### src/rtl/core_eei_pkg.sv
// Core execution-environment constants and the fetch buffer entry layout.
package core_eei;

  localparam int unsigned XLEN           = 32;
  localparam int unsigned ILEN           = 32;
  localparam int unsigned MEM_DATA_WIDTH = 32;

  typedef struct packed {
    logic [XLEN-1:0] addr;
    logic [ILEN-1:0] inst;
  } fetch_entry;

endpackage

### src/rtl/core_fifo.sv
// Synchronous FIFO with same-cycle push/pop and a flush that overrides both.
module core_fifo #(
  parameter int unsigned WIDTH = 8,
  parameter int unsigned DEPTH = 4
) (
  input  logic                     clk,
  input  logic                     rst,
  input  logic                     push,
  input  logic                     pop,
  input  logic                     flush,
  input  logic [WIDTH-1:0]         wdata,
  output logic [WIDTH-1:0]         rdata,
  output logic                     full,
  output logic                     empty,
  output logic [$clog2(DEPTH):0]   count
);

  localparam int unsigned AW = $clog2(DEPTH);
  localparam int unsigned CW = AW + 1;

  logic [WIDTH-1:0] mem [DEPTH];
  logic [AW-1:0]    rd_ptr;
  logic [AW-1:0]    wr_ptr;
  logic             do_push;
  logic             do_pop;

  assign empty   = (count == '0);
  assign full    = (count == CW'(DEPTH));
  assign do_pop  = pop && !empty;
  // A full FIFO can still take a push when the head leaves in the same cycle
  assign do_push = push && (!full || do_pop);
  assign rdata   = mem[rd_ptr];

  always_ff @(posedge clk) begin
    if (rst || flush) begin
      rd_ptr <= '0;
      wr_ptr <= '0;
      count  <= '0;
    end else begin
      if (do_push) wr_ptr <= wr_ptr + AW'(1);
      if (do_pop)  rd_ptr <= rd_ptr + AW'(1);
      case ({do_push, do_pop})
        2'b10:   count <= count + CW'(1);
        2'b01:   count <= count - CW'(1);
        default: count <= count;
      endcase
    end
  end

  always_ff @(posedge clk) begin
    if (do_push && !flush) mem[wr_ptr] <= wdata;
  end

endmodule

### src/rtl/inst_fetcher.sv
// Sequential instruction fetcher with credit-limited issue, redirect flush and response drop.
// Optional perf counters enabled by defining INST_FETCHER_PERF_CNT_EN.
module inst_fetcher import core_eei::*; #(
  parameter int unsigned     FIFO_DEPTH = 4,
  parameter logic [XLEN-1:0] RESET_PC   = '0
) (
  input  logic            clk,
  input  logic            rst,
  output logic            membus_valid,
  input  logic            membus_ready,
  output logic [XLEN-1:0] membus_addr,
  output logic            membus_wen,
  output logic [ILEN-1:0] membus_wdata,
  input  logic            membus_rvalid,
  input  logic [ILEN-1:0] membus_rdata,
  output logic            if_valid,
  input  logic            if_ready,
  output logic [XLEN-1:0] if_addr,
  output logic [ILEN-1:0] if_inst,
  input  logic            redirect_valid,
  input  logic [XLEN-1:0] redirect_pc
`ifdef INST_FETCHER_PERF_CNT_EN
  ,
  output logic [63:0]     perf_issued,
  output logic [63:0]     perf_dropped
`endif
);

  localparam int unsigned CW = $clog2(FIFO_DEPTH) + 1;
  localparam int unsigned SW = CW + 1;

  logic [XLEN-1:0] fetch_pc, fetch_pc_next;
  logic [XLEN-1:0] resp_pc, resp_pc_next;
  logic [XLEN-1:0] redirect_base;
  logic [CW-1:0]   inflight, inflight_next;
  logic [CW-1:0]   drop, drop_next;
  logic [CW-1:0]   fifo_count;
  logic            fifo_full, fifo_empty;
  logic            credit_ok, accept, resp_drop, push, pop;
  fetch_entry      push_entry, head;
  logic            sig_unused;

  assign sig_unused    = ^{fifo_full, redirect_pc[1:0]};
  assign redirect_base = {redirect_pc[XLEN-1:2], 2'b00};

  // Buffered plus outstanding entries must fit, so every response has a slot
  assign credit_ok    = (SW'(fifo_count) + SW'(inflight)) < SW'(FIFO_DEPTH);
  assign membus_valid = credit_ok && !redirect_valid && !rst;
  assign accept       = membus_valid && membus_ready;
  assign membus_addr  = fetch_pc;
  assign membus_wen   = 1'b0;
  assign membus_wdata = '0;

  assign resp_drop  = membus_rvalid && (redirect_valid || (drop != '0));
  assign push       = membus_rvalid && !resp_drop;
  assign pop        = !fifo_empty && if_ready && !redirect_valid;
  assign push_entry = '{addr: resp_pc, inst: membus_rdata};

  assign if_valid = !fifo_empty;
  assign if_addr  = fifo_empty ? '0 : head.addr;
  assign if_inst  = fifo_empty ? '0 : head.inst;

  core_fifo #(
    .WIDTH($bits(fetch_entry)),
    .DEPTH(FIFO_DEPTH)
  ) u_fifo (
    .clk  (clk),
    .rst  (rst),
    .push (push),
    .pop  (pop),
    .flush(redirect_valid),
    .wdata(push_entry),
    .rdata(head),
    .full (fifo_full),
    .empty(fifo_empty),
    .count(fifo_count)
  );

  // Next-state for PCs and the in-flight / drop counters
  always_comb begin
    fetch_pc_next = fetch_pc;
    resp_pc_next  = resp_pc;
    inflight_next = inflight + CW'(accept) - CW'(membus_rvalid);
    drop_next     = drop;
    if (redirect_valid) begin
      fetch_pc_next = redirect_base;
      resp_pc_next  = redirect_base;
      // Everything still outstanding after this cycle belongs to the old stream
      drop_next     = inflight_next;
    end else begin
      if (accept)                          fetch_pc_next = fetch_pc + XLEN'(4);
      if (push)                            resp_pc_next  = resp_pc + XLEN'(4);
      if (membus_rvalid && (drop != '0))   drop_next     = drop - CW'(1);
    end
  end

  always_ff @(posedge clk) begin
    if (rst) begin
      fetch_pc <= RESET_PC;
      resp_pc  <= RESET_PC;
      inflight <= '0;
      drop     <= '0;
    end else begin
      fetch_pc <= fetch_pc_next;
      resp_pc  <= resp_pc_next;
      inflight <= inflight_next;
      drop     <= drop_next;
    end
  end

`ifdef INST_FETCHER_PERF_CNT_EN
  // Saturating counters, untouched by redirect
  always_ff @(posedge clk) begin
    if (rst) begin
      perf_issued  <= '0;
      perf_dropped <= '0;
    end else begin
      if (accept && (perf_issued != '1))     perf_issued  <= perf_issued + 64'(1);
      if (resp_drop && (perf_dropped != '1)) perf_dropped <= perf_dropped + 64'(1);
    end
  end
`endif

endmodule

### config.mk
export PLATFORM = sky130hd
export DESIGN_NAME = inst_fetcher
export DESIGN_NICKNAME = d
export VERILOG_FILES = /design/src/rtl/core_eei_pkg.sv /design/src/rtl/core_fifo.sv /design/src/rtl/inst_fetcher.sv
export SDC_FILE = /design/constraint.sdc
export NUM_CORES = 1
export LEC_CHECK = 0
export BUFFER_PORTS_ARGS = -buffer_cell sky130_fd_sc_hd__buf_2
export CAP_MARGIN = 30
export CORE_ASPECT_RATIO = 0.5
export CORE_UTILIZATION = 41
export CTS_CLUSTER_SIZE = 28
export DETAILED_ROUTE_END_ITERATION = 10
export GPL_TIMING_DRIVEN = 0
export PLACE_DENSITY = 0.62
export SLEW_MARGIN = 20
export SYNTH_ARGS = -nofsm -noshare
export SYNTH_HDL_FRONTEND = slang
export SYNTH_SLANG_ARGS = --single-unit
### constraint.sdc
create_clock -name clk -period 3.4 [get_ports clk]
set_clock_uncertainty 0.05 [all_clocks]
set_input_delay 0.68 -clock clk [delete_from_list [all_inputs] [get_ports clk]]
set_output_delay 0.68 -clock clk [all_outputs]
set_load 0.1 [all_outputs]
After elaboration in Yosys (flattened, before gate mapping)
Memories as Yosys holds them, arrays and structs flattened. A register that Yosys moved wholly into a read port is not among the register bits. Index checks and enable logic that the tools add are counted.

Flip-flop bits (word level): 77. Memory bits (writable): 256. Input port bits: 70. Output and inout bits: 131. Word-level logic and storage cells: 63. Memories: 1.

Add/sub/neg operators: 10. Order comparisons: 1. Equal/unequal tests: 3. Multiplexer cells: 13. Reduce and logical (&&, ||, !) cells: 26.

Memories: u_fifo.mem (words 4, width 64, read ports 1, clocked after Yosys merged registers in 1, wr ports 1, line core_fifo.sv:21) `logic [WIDTH-1:0] mem [DEPTH];`.

Operators by type and width (number): two-way mux 32 bit (6); adder 32 x 3 -> 32 bit, second input constant (2); logical AND 1 bit (11); nonzero test 2 bit (4); two-way mux 3 bit (2); one-hot mux 3 bit (2 select lines) (1); subtractor 3 x 1 -> 3 bit, second input constant (2); logical NOT 1 bit (5); adder 2 x 1 -> 2 bit, second input constant (2); adder 3 x 3 -> 4 bit (1); less-than comparator 4 x 3 -> 1 bit, second input constant (1); two-way mux 2 bit (2); adder 3 x 1 -> 3 bit (1); adder 3 x 1 -> 3 bit, second input constant (1); equality test 3 bit, second input constant (1); logical NOT 3 bit (1); logical OR 1 bit (3); nonzero test 3 bit (1); subtractor 3 x 1 -> 3 bit (1); equality test 2 x 1 -> 1 bit, second input constant (1); equality test 2 bit, second input constant (1); two-way mux 1 bit (2); OR reduction 2 bit (1).

Longest topological paths before layout
Gate-level depths: netlist of the first run.

Depth after elaboration: 10. Mapped depth: 14. Depth with buffers taken out: 13.

Hierarchy
Synthesis of the first run repeated with hierarchy kept, for this count alone.

Cell total of the unflattened synthesis: 969. Area total of the unflattened synthesis: 14252.4 µm².

By module, submodules not included: core_fifo (instances 1, cells each 401, area an instance 9785.6 µm²); inst_fetcher (instances 1, cells each 568, area an instance 4466.8 µm²).

Worst setup path after synthesis of the first run
Ideal clock, no wire load.

Kind: input-to-reg. From: input port redirect_valid. To: register drop[1]. Setup time: 0.128 ns. Data arrival time: 3.979 ns. Data required time: 3.222 ns. Setup slack: -0.756 ns. Stages: 13. Buffers on the path: 1. Path through: or3_4 -> nor2_1 -> and2_1 -> buf_2 -> inv_1 -> ha_1 -> inv_1 -> ha_1 -> inv_1 -> fa_1 -> inv_1 -> a21oi_1 -> nor2_1.

Longest elaborated chain between the ends: 7. Elaborated cells between the ends (all ways): 8. Classes of those cells: 2 x add/sub; 1 x mux; 5 x reduce/logical.

RTL lines: start, declared (line inst_fetcher.sv:20) `input logic redirect_valid,`; logical NOT 1 bit (line inst_fetcher.sv:48) `assign membus_valid = credit_ok && !redirect_valid && !rst;`; logical AND 1 bit (2 in series) (line inst_fetcher.sv:48); named net membus_valid (line inst_fetcher.sv:9) `output logic membus_valid,`; logical AND 1 bit (line inst_fetcher.sv:49) `assign accept = membus_valid && membus_ready;`; adder 3 x 1 -> 3 bit (line inst_fetcher.sv:83) `inflight_next = inflight + CW'(accept) - CW'(membus_rvalid);`; subtractor 3 x 1 -> 3 bit (line inst_fetcher.sv:83); two-way mux 3 bit (line inst_fetcher.sv:85) `if (redirect_valid) begin`; end signal, assigned (line inst_fetcher.sv:107) `drop <= drop_next;`; end, declared (line inst_fetcher.sv:36) `logic [CW-1:0] drop, drop_next;`.

The timed path passes the listed nets, and every way through them passes these cells. A chain may end at the register's enable or synchronous reset.

==> flow_summary.yaml, run 1 <==
layout:
  final_net_count: 1228
  ff_latch_area_um2: 8949
  num_antenna_cells: 0
  drive_gt1_share_pct: 30.16
  fin_cells: 1608
  final_area_um2: 16410
  syn2layout_area_growth_pct: 18.91
  fin_util_pct: 49.57
  multi_input_area_um2: 4384
  num-fill-cells: 2879
synthesis:
  ys_warn_count: 0
  synth-edff-count: 248
  async_flop_share_pct: 0
  synth_top_family_by_area: "multiplexers"
  avgSynthCellArea_um2: 15.12
  synth_top_cell_by_area: "edfxtp_1"
  synth_commonest_cells: "edfxtp_1, dfxtp_1, and2_1, mux4_2"
  synth_ff_type: "edfxtp_1"
  synth_seq_area_share_pct: 64.84
  ys_seq_elements: 323
  synth_xor_xnor_area_share_pct: 3.617
  ys_top_cells_by_area: "edfxtp_1, dfxtp_1, mux4_2, and2_1, xor2_1"
  synthAdderAreaFrac_pct: 1.378
  syn_inst: 913
  muxShareOfSynthArea_pct: 10.55
  synth_compound_area_share_pct: 5.194
  synthDistinctLibCells: 56
  synth_top_area_share_pct: 53.96
  synth_area_um2: 13800
  synth.most_common_cell: "edfxtp_1"
  synth-simple-area-share_pct: 9.890
detailed_routing:
  detail_route.wl_per_cell_um: 19.16
  via_per_inst: 5.044
  drc: 0
  first_iter_violations: 479
  wl_um: 30810
  ant_nets: 0
  vias: 8111
  firstDrtPassIters: 5
cts:
  cts_max_level: 1
  cts_buffers: 30
  cts_setup_buffers: 0
  cts_sinks: 323
  cts_max_path_buffers: 3
  cts_tree: "done"
  clock_latency_ns: 0.55
  clock-root-buffer: "clkbuf_16"
  path_clk_slew_ns: 0.07
grt:
  grt_pass1_vias: 8431
  antenna_found_initial: 1
  grt_use_total_pct: 18.21
  grt_pass1_wl_um: 48090
  overflow: 0
  grt_max_degree: 45
power:
  p_leak_nw: 6.066
  total_power_mw: 9.072
  cellPowerDensity_nw_per_um2: 552.7
  ir_worst_vdd_uv: 290.1
placement:
  place.gp.congestion: 0.8775
  port_buffers: 161
  placed_cells_incl_taps: 1555
  hpwl_um: 21510
  dpl_cell_area_um2: 15420
  pre_cts_slack_ns: 0.1791
floorplanning:
  core_um2: 33110
  start_util_pct: 41.69
  fp.dieW_um: 261.5
  die_area_um2: 34450
  ios: 201
  fp.dieH_um: 131.7
  core.rowCount: 47
critical_path:
  crit_arrival_ns: 2.54
  crit_path_max_fanout: 10
  start_kind: "flip-flop"
  critPathRequiredTime_ns: 2.67
  endpoint_kind: "output port"
  worstSetupPathType: "reg -> out"
sta:
  rsz0062_at_grt: "false"
  hold_violations: 0
  max_slew_margin_pct: 48.19
  period_minus_slack_ns: 3.269
  clock.fmax_ghz: 0.3059
  fin_crit_sh_pct: 96.16
  drv_slew: 0
  setup_slack_ns: 0.1306
  setup_viol: 0
  tightest_slew_ns: 0.7712
worst_hold_path:
  hp-class: "in -> reg"
job:
  maxCapViolations: 0
status:
  status: "complete, no violations"
==> sequential cells by signal, summed over array words and instances (netlist names), named ones only <==
name,count
u_fifo.mem,248
membus_addr,30
inflight,3
drop,3
u_fifo.wr_ptr,2
u_fifo.rd_ptr,2
u_fifo.count,3
resp_pc,30
==> per-layer routing <==
| metal | share of wire (%) | GRT usage [%] | up-vias | wire [um] |
|---|---|---|---|---|
| li1 | - | - | 3824 | - |
| met1 | 43 | 24.32 | 4060 | 13370 |
| met2 | 49 | 30.42 | 173 | 15140 |
| met3 | 4.7 | 3.537 | 52 | 1458 |
| met4 | 2.7 | 5.039 | 2 | 818 |
| met5 | 0.042 | 0 | - | 13 |
==> final timing paths <==
path                                       end                         start  slack (ns)  cells after the start
setup reg to reg          drop[1]$_SDFFE_PP0P_        inflight[1]$_SDFF_PP0_        0.41                     14
setup / recovery                   if_addr[11]                     flip-flop        0.13                      5
hold reg to reg   u_fifo.count[1]$_SDFFE_PP0P_  u_fifo.count[1]$_SDFFE_PP0P_        0.47                      2
hold / removal      u_fifo.mem[0][3]$_DFFE_PP_               membus_rdata[3]        0.29                      1
==> repair_timing <==
| item | in CTS | in global routing |
|---|---|---|
| resized for setup | 12 | 0 |
| setup endpoints to repair | 60 | 0 |
| hold buffers | 0 | 0 |
==> logic make-up (layout without fill, tap and decap cells) <==
| kind of cell | Yosys count | after routing |
|---|---|---|
| DFF | 323 | 323 |
| adders and majority gates | 14 | 14 |
| buffers and inverters | 121 | 339 |
| xor gates and xnor gates | 57 | 57 |
| other | 1 | 37 |
| and+or+nand+nor | 229 | 229 |
| muxes | 68 | 68 |
| AOI/OAI and AO/OA | 100 | 100 |
==> final cells by class <==
| class | instances | share of cell area [%] |
|---|---|---|
| Buffer | 79 | 2.966 |
| Clock buffer | 37 | 5.055 |
| Clock inverter | 18 | 0.8843 |
| Inverter | 40 | 0.9148 |
| Multi-Input combinational cell | 505 | 26.71 |
| Sequential cell | 323 | 54.52 |
| Tap cell | 441 | 3.362 |
| Timing Repair Buffer | 165 | 5.581 |
==> cells in the final DEF, fill, tap and decap left out, types with 8 or more instances in the layout <==
| cell | count |
|---|---|
| clkinv_2 | 8 |
| buf_2 | 163 |
| nand4_1 | 24 |
| ha_1 | 12 |
| xor2_1 | 37 |
| nor2_1 | 28 |
| edfxtp_1 | 248 |
| a21oi_1 | 33 |
| clkbuf_1 | 26 |
| and2_1 | 70 |
| mux4_2 | 62 |
| and3_1 | 12 |
| inv_1 | 40 |
| clkbuf_16 | 32 |
| dfxtp_1 | 75 |
| nor3_1 | 11 |
| xnor2_1 | 20 |
| nand3_1 | 28 |
| a21boi_0 | 38 |
| nand2_1 | 20 |
| buf_4 | 46 |
| conb_1 | 37 |
==> metrics by stage <==
stage / hold WS [ns] / setup TNS, ns
5_1_grt: 0.2659 / 0
6_report: 0.2857 / 0
2_1_floorplan: 0.4228 / 0
4_1_cts: 0.2619 / 0
3_5_place_dp: 0.4673 / 0
3_3_place_gp: 0.4501 / -108.48
==> power breakdown <==
group / total [mW] / switching, mW / internal, mW / leakage, nW
Sequential: 4.53 / 0.126 / 4.40 / 2.88
Clock: 3.31 / 1.43 / 1.88 / 0.481
Combinational: 1.23 / 0.915 / 0.319 / 2.71
==> worst max-delay path: stages (launching register included) <==
cell	delay, ns
dfxtp_1	0.31
clkbuf_1	0.40
clkbuf_2	0.39
mux4_2	0.24
and2_1	0.19
buf_2	0.45
Note: power is estimated with default switching activity, not from simulation.
==> run 2, diff against run 1 <==
--- a/config.mk
+++ b/config.mk
@@ -13,6 +13,7 @@
 export DETAILED_ROUTE_END_ITERATION = 10
 export GPL_TIMING_DRIVEN = 0
 export PLACE_DENSITY = 0.62
+export SETUP_SLACK_MARGIN = 0.2
 export SLEW_MARGIN = 20
 export SYNTH_ARGS = -nofsm -noshare
 export SYNTH_HDL_FRONTEND = slang
==> flow_summary.yaml, run 2 (synthesis gave the netlist of run 1 again) <==
status:
  status: "finished with violations"
  violations: "design-rule violations"
layout:
  ff_latch_area_um2: 8949
  final_net_count: 1229
  num-fill-cells: 2858
  layout_commonest_cell: "edfxtp_1"
  largest_reg_flops: 248
  fin_cells: 1611
  most-common-layout-cells: "edfxtp_1, buf_2, dfxtp_1, and2_1, mux4_2"
  multi_input_area_um2: 4417
  syn2layout_area_growth_pct: 19.88
  drive_gt1_share_pct: 31.48
  regMostFlops: "u_fifo.mem"
cts:
  cts_hold_buf: 0
  cts_max_level: 1
  cts_tree: "done"
  cts_buffers: 30
  path_clk_slew_ns: 0.07
  clock-root-buffer: "clkbuf_16"
  cts_setup_buffers: 0
  cts_max_path_buffers: 3
  clock_latency_ns: 0.56
  cts_sinks: 323
detailed_routing:
  via_per_inst: 5.060
  wl_um: 32150
  drc: 6
  firstDrtPassIters: 10
  vias: 8152
  ant_nets: 0
  first_iter_violations: 520
  detail_route.wl_per_cell_um: 19.96
critical_path:
  r2r_cells: 14
  critPathRequiredTime_ns: 2.67
  path_depth: 5
  critPathSlowestCell: "mux4_2"
  critPathTopFamily: "buffers and inverters"
  r2r_end: "drop[1]$_SDFFE_PP0P_"
  timing.critical_path.buf_inv: 3
  worstSetupPathType: "reg -> out"
  crit_path_end: "if_inst[21]"
  rr_startpoint: "u_fifo.count[1]$_SDFFE_PP0P_"
  cpPeakStageDelay_ns: 0.57
  crit_arrival_ns: 2.39
  reg2reg_setup_slack_ns: 0.42
  start_kind: "flip-flop"
  endpoint_kind: "output port"
  crit_chain: "buf_4 > buf_6 > mux4_2 > and2_1 > clkbuf_4"
  crit_path_max_fanout: 10
grt:
  grt_pass1_wl_um: 48970
  grt_max_degree: 40
  grt_use_total_pct: 18.77
  antenna_found_initial: 1
  grt_pass1_vias: 8503
  overflow: 0
floorplanning:
  start_util_pct: 41.69
  fp.dieW_um: 261.5
  core_um2: 33110
  die_area_um2: 34450
  fp.dieH_um: 131.7
  core.rowCount: 47
  ios: 201
placement:
  place.gp.congestion: 0.8701
  hpwl_um: 21980
  placed_cells_incl_taps: 1555
  port_buffers: 161
sta:
  max_slew_margin_pct: 49.16
  hold_violations: 0
  period_minus_slack_ns: 3.120
  drv_slew: 0
  fin_crit_sh_pct: 91.77
  rsz0062_at_grt: "true"
  setup_viol: 0
  tightest_slew_ns: 0.7520
  clock.fmax_ghz: 0.3205
job:
  maxCapViolations: 0
power:
  ir_worst_vdd_uv: 336.3
  cellPowerDensity_nw_per_um2: 560.0
  total_power_mw: 9.265
  p_leak_nw: 6.117
worst_hold_path:
  hp-class: "in -> reg"
-- run 2: changes by cell type in the layout (fill, tap and decap cells not counted), sizes merged --
cell	before	now
clkbuf	65	63
buf	216	219
diode	0	1
clkinv	13	12
bufinv	2	3
clkinvlp	2	3
-- run 2: stage by stage --
step	setup TNS, ns	hold slack (ns)	instance area, um2	utilization, %	worst slack [ns]
global placement	-144.90	0.4575	15340	46.34	-0.5978
global route	0	0.2583	16540	49.97	0.1742
finish	0	0.2804	16550	49.98	0.2797
detailed placement	0	0.4865	15450	46.66	0.01665
floorplan	0	0.4228	13980	-	0.06082
CTS	0	0.2473	16530	49.93	0.1778
-- run 2: how the worst min path moves through the flow --
| stage | endpoint | cells past startpoint | start | slack (ns) |
|---|---|---|---|---|
| final | u_fifo.mem[0][1]$_DFFE_PP_ | 1 | membus_rdata[1] | 0.28 |
| after global placement | u_fifo.count[1]$_SDFFE_PP0P_ | 2 | u_fifo.count[1]$_SDFFE_PP0P_ | 0.46 |
| after detailed placement | flip-flop | 2 | u_fifo.rd_ptr[0]$_SDFFE_PP0P_ | 0.49 |
| after floorplan | u_fifo.count[1]$_SDFFE_PP0P_ | 2 | u_fifo.count[1]$_SDFFE_PP0P_ | 0.42 |
| after CTS | u_fifo.mem[0][1]$_DFFE_PP_ | 1 | membus_rdata[1] | 0.25 |
| after global routing | u_fifo.mem[0][1]$_DFFE_PP_ | 1 | membus_rdata[1] | 0.26 |
-- run 2: cell type report --
class,instances,share of cell area (%)
multi-input combinational,505,26.69
inverter,40,0.9074
tap,441,3.335
clock inverter,19,1.165
antenna,1,0.01512
clock buffer,37,5.082
timing repair buffer,165,5.535
sequential,323,54.08
buffer,80,3.184
-- run 2: worst register-to-register path, delay by kind of cell, from the launching register on --
| family | cells | cell delay [ns] |
|---|---|---|
| buffers and inverters | 5 | 0.31 |
| adders and majority gates | 4 | 1.17 |
| DFF | 1 | 0.42 |
| and+or+nand+nor | 3 | 0.34 |
| AOI/OAI and AO/OA | 2 | 0.57 |
-- run 2: power breakdown --
part | switching (mW) | total, mW | leakage [nW] | internal (mW)
Combinational | 0.937 | 1.27 | 2.73 | 0.334
Sequential | 0.122 | 4.53 | 2.88 | 4.40
Clock | 1.47 | 3.47 | 0.506 | 2.00
-- run 2: what timing repair did --
item                                    CTS  global route
gates resized for setup                  21            12
cloned                                    0             0
endpoints found under the setup margin   63           154
-- run 2: layer usage --
layer	global-route usage [%]	up-vias	part of all wire [%]
met5	0	-	0
met4	4.393	0	2.1
li1	-	3824	-
met3	3.191	43	4.5
met1	23.66	4111	41
met2	33.67	174	52
==> run 3, diff against run 2 <==
--- a/config.mk
+++ b/config.mk
@@ -12,7 +12,7 @@
 export CTS_CLUSTER_SIZE = 28
 export DETAILED_ROUTE_END_ITERATION = 10
 export GPL_TIMING_DRIVEN = 0
-export PLACE_DENSITY = 0.62
+export PLACE_DENSITY_LB_ADDON = 0.2
 export SETUP_SLACK_MARGIN = 0.2
 export SLEW_MARGIN = 20
 export SYNTH_ARGS = -nofsm -noshare
==> flow_summary.yaml, run 3 (synthesis gave the netlist of run 1 again) <==
sta:
  tightest_slew_ns: 0.7376
  clock.fmax_ghz: 0.3169
  period_minus_slack_ns: 3.156
  fin_crit_sh_pct: 92.82
  max_slew_margin_pct: 50.56
  hold_violations: 0
  rsz0062_at_grt: "true"
  setup_viol: 0
  drv_slew: 0
  whs_ns: 0.2788
  tns_ns: 0
cts:
  cts_max_level: 1
  clock-root-buffer: "clkbuf_16"
  clock_latency_ns: 0.56
  cts_max_path_buffers: 3
  cts_buffers: 31
  cts_sinks: 323
  path_clk_slew_ns: 0.06
  cts_hold_buf: 0
  cts_tree: "done"
status:
  status: "complete, no violations"
job:
  maxCapViolations: 0
layout:
  num-fill-cells: 2869
  final_net_count: 1230
  layout_commonest_cell: "edfxtp_1"
  most-common-layout-cells: "edfxtp_1, buf_2, dfxtp_1, and2_1, mux4_2"
  drive_gt1_share_pct: 31.17
  regMostFlops: "u_fifo.mem"
  num_antenna_cells: 0
  largest_reg_flops: 248
  syn2layout_area_growth_pct: 20.43
  fin_cells: 1612
grt:
  grt_pass1_wl_um: 48780
  antenna_found_initial: 1
  overflow: 0
  grt_use_total_pct: 18.77
  grt_pass1_vias: 8423
  grt_max_degree: 42
detailed_routing:
  detail_route.wl_per_cell_um: 19.93
  ant_nets: 0
  first_iter_violations: 417
  firstDrtPassIters: 5
  drc: 0
  vias: 8173
  wl_um: 32130
  via_per_inst: 5.070
power:
  ir_worst_vdd_uv: 440.2
  cellPowerDensity_nw_per_um2: 573.7
  p_leak_nw: 6.152
floorplanning:
  ios: 201
  core.rowCount: 47
  fp.dieH_um: 131.7
  start_util_pct: 41.69
  fp.dieW_um: 261.5
  core_um2: 33110
  die_area_um2: 34450
critical_path:
  start_kind: "flip-flop"
  crit_arrival_ns: 2.43
  critPathRequiredTime_ns: 2.67
  endpoint_kind: "output port"
  worstSetupPathType: "reg -> out"
  crit_path_max_fanout: 10
worst_hold_path:
  hp-class: "in -> reg"
placement:
  hpwl_um: 22320
  port_buffers: 161
  placed_cells_incl_taps: 1555
  place.gp.congestion: 0.8524
[run 3: changes by cell type in the layout (fill, tap and decap cells not counted), moves of 2 or more]
cell | previous run | this run
buf_6 | 8 | 5
bufinv_16 | 3 | 8
clkinv_1 | 1 | 8
buf_4 | 41 | 46
clkbuf_2 | 4 | 8
clkbuf_1 | 23 | 21
clkbuf_4 | 3 | 5
clkinv_2 | 9 | 4
clkbuf_16 | 33 | 31
buf_2 | 164 | 158
[run 3: final cells by class]
type	instances	area (um2)	share of cell area (%)
buffer	80	525.5	3.161
clock buffer	36	804.5	4.840
clock inverter	22	306.5	1.844
inverter	40	150.1	0.9033
multi-input combinational	505	4417	26.57
sequential	323	8949	53.84
tap	441	551.8	3.320
timing repair buffer	165	918.4	5.525
[run 3: repair_timing]
item                                    in CTS  in global routing
endpoints found under the setup margin      63                200
resized for setup                           19                 16
setup buffers                                0                  0
[run 3: critical path, stage by stage, from the launching register on]
cell,delay [ns]
dfxtp_1,0.31
clkbuf_2,0.32
clkbuf_2,0.38
mux4_2,0.26
and2_1,0.15
buf_2,0.43
[run 3: worst paths after layout]
check / end / cells after the start / slack [ns] / start
worst max-delay path: if_addr[4] / 5 / 0.24 / flip-flop
worst min-delay path: u_fifo.mem[3][29]$_DFFE_PP_ / 1 / 0.28 / membus_rdata[29]
worst max register to register: drop[1]$_SDFFE_PP0P_ / 14 / 0.42 / inflight[1]$_SDFF_PP0_
worst min register to register: u_fifo.count[1]$_SDFFE_PP0P_ / 2 / 0.48 / u_fifo.count[1]$_SDFFE_PP0P_
[run 3: routing by layer]
| layer | GRT usage, % | wire (um) | up-vias |
|---|---|---|---|
| met5 | 0 | 0 | - |
| met1 | 24.29 | 13730 | 4125 |
| met4 | 4.683 | 781 | 0 |
| met2 | 32.86 | 16350 | 174 |
| li1 | - | - | 3823 |
| met3 | 3.095 | 1272 | 51 |
[run 3: power by group]
| part | leakage [nW] | internal [mW] | switching, mW |
|---|---|---|---|
| clock | 0.540 | 2.29 | 1.45 |
| combinational | 2.73 | 0.332 | 0.935 |
| sequential | 2.88 | 4.40 | 0.119 |
[run 3: per-stage QoR]
stage | worst slack, ns | instance area [um2] | utilization (%) | power, mW
2_1_floorplan | 0.06082 | 13980 | - | 5.582
3_3_place_gp | -0.6564 | 15340 | 46.34 | 5.847
3_5_place_dp | -0.02709 | 15450 | 46.66 | 5.879
4_1_cts | 0.1569 | 16600 | 50.13 | 9.622
5_1_grt | 0.1256 | 16620 | 50.21 | 9.847
6_report | 0.2442 | 16620 | 50.21 | 9.536
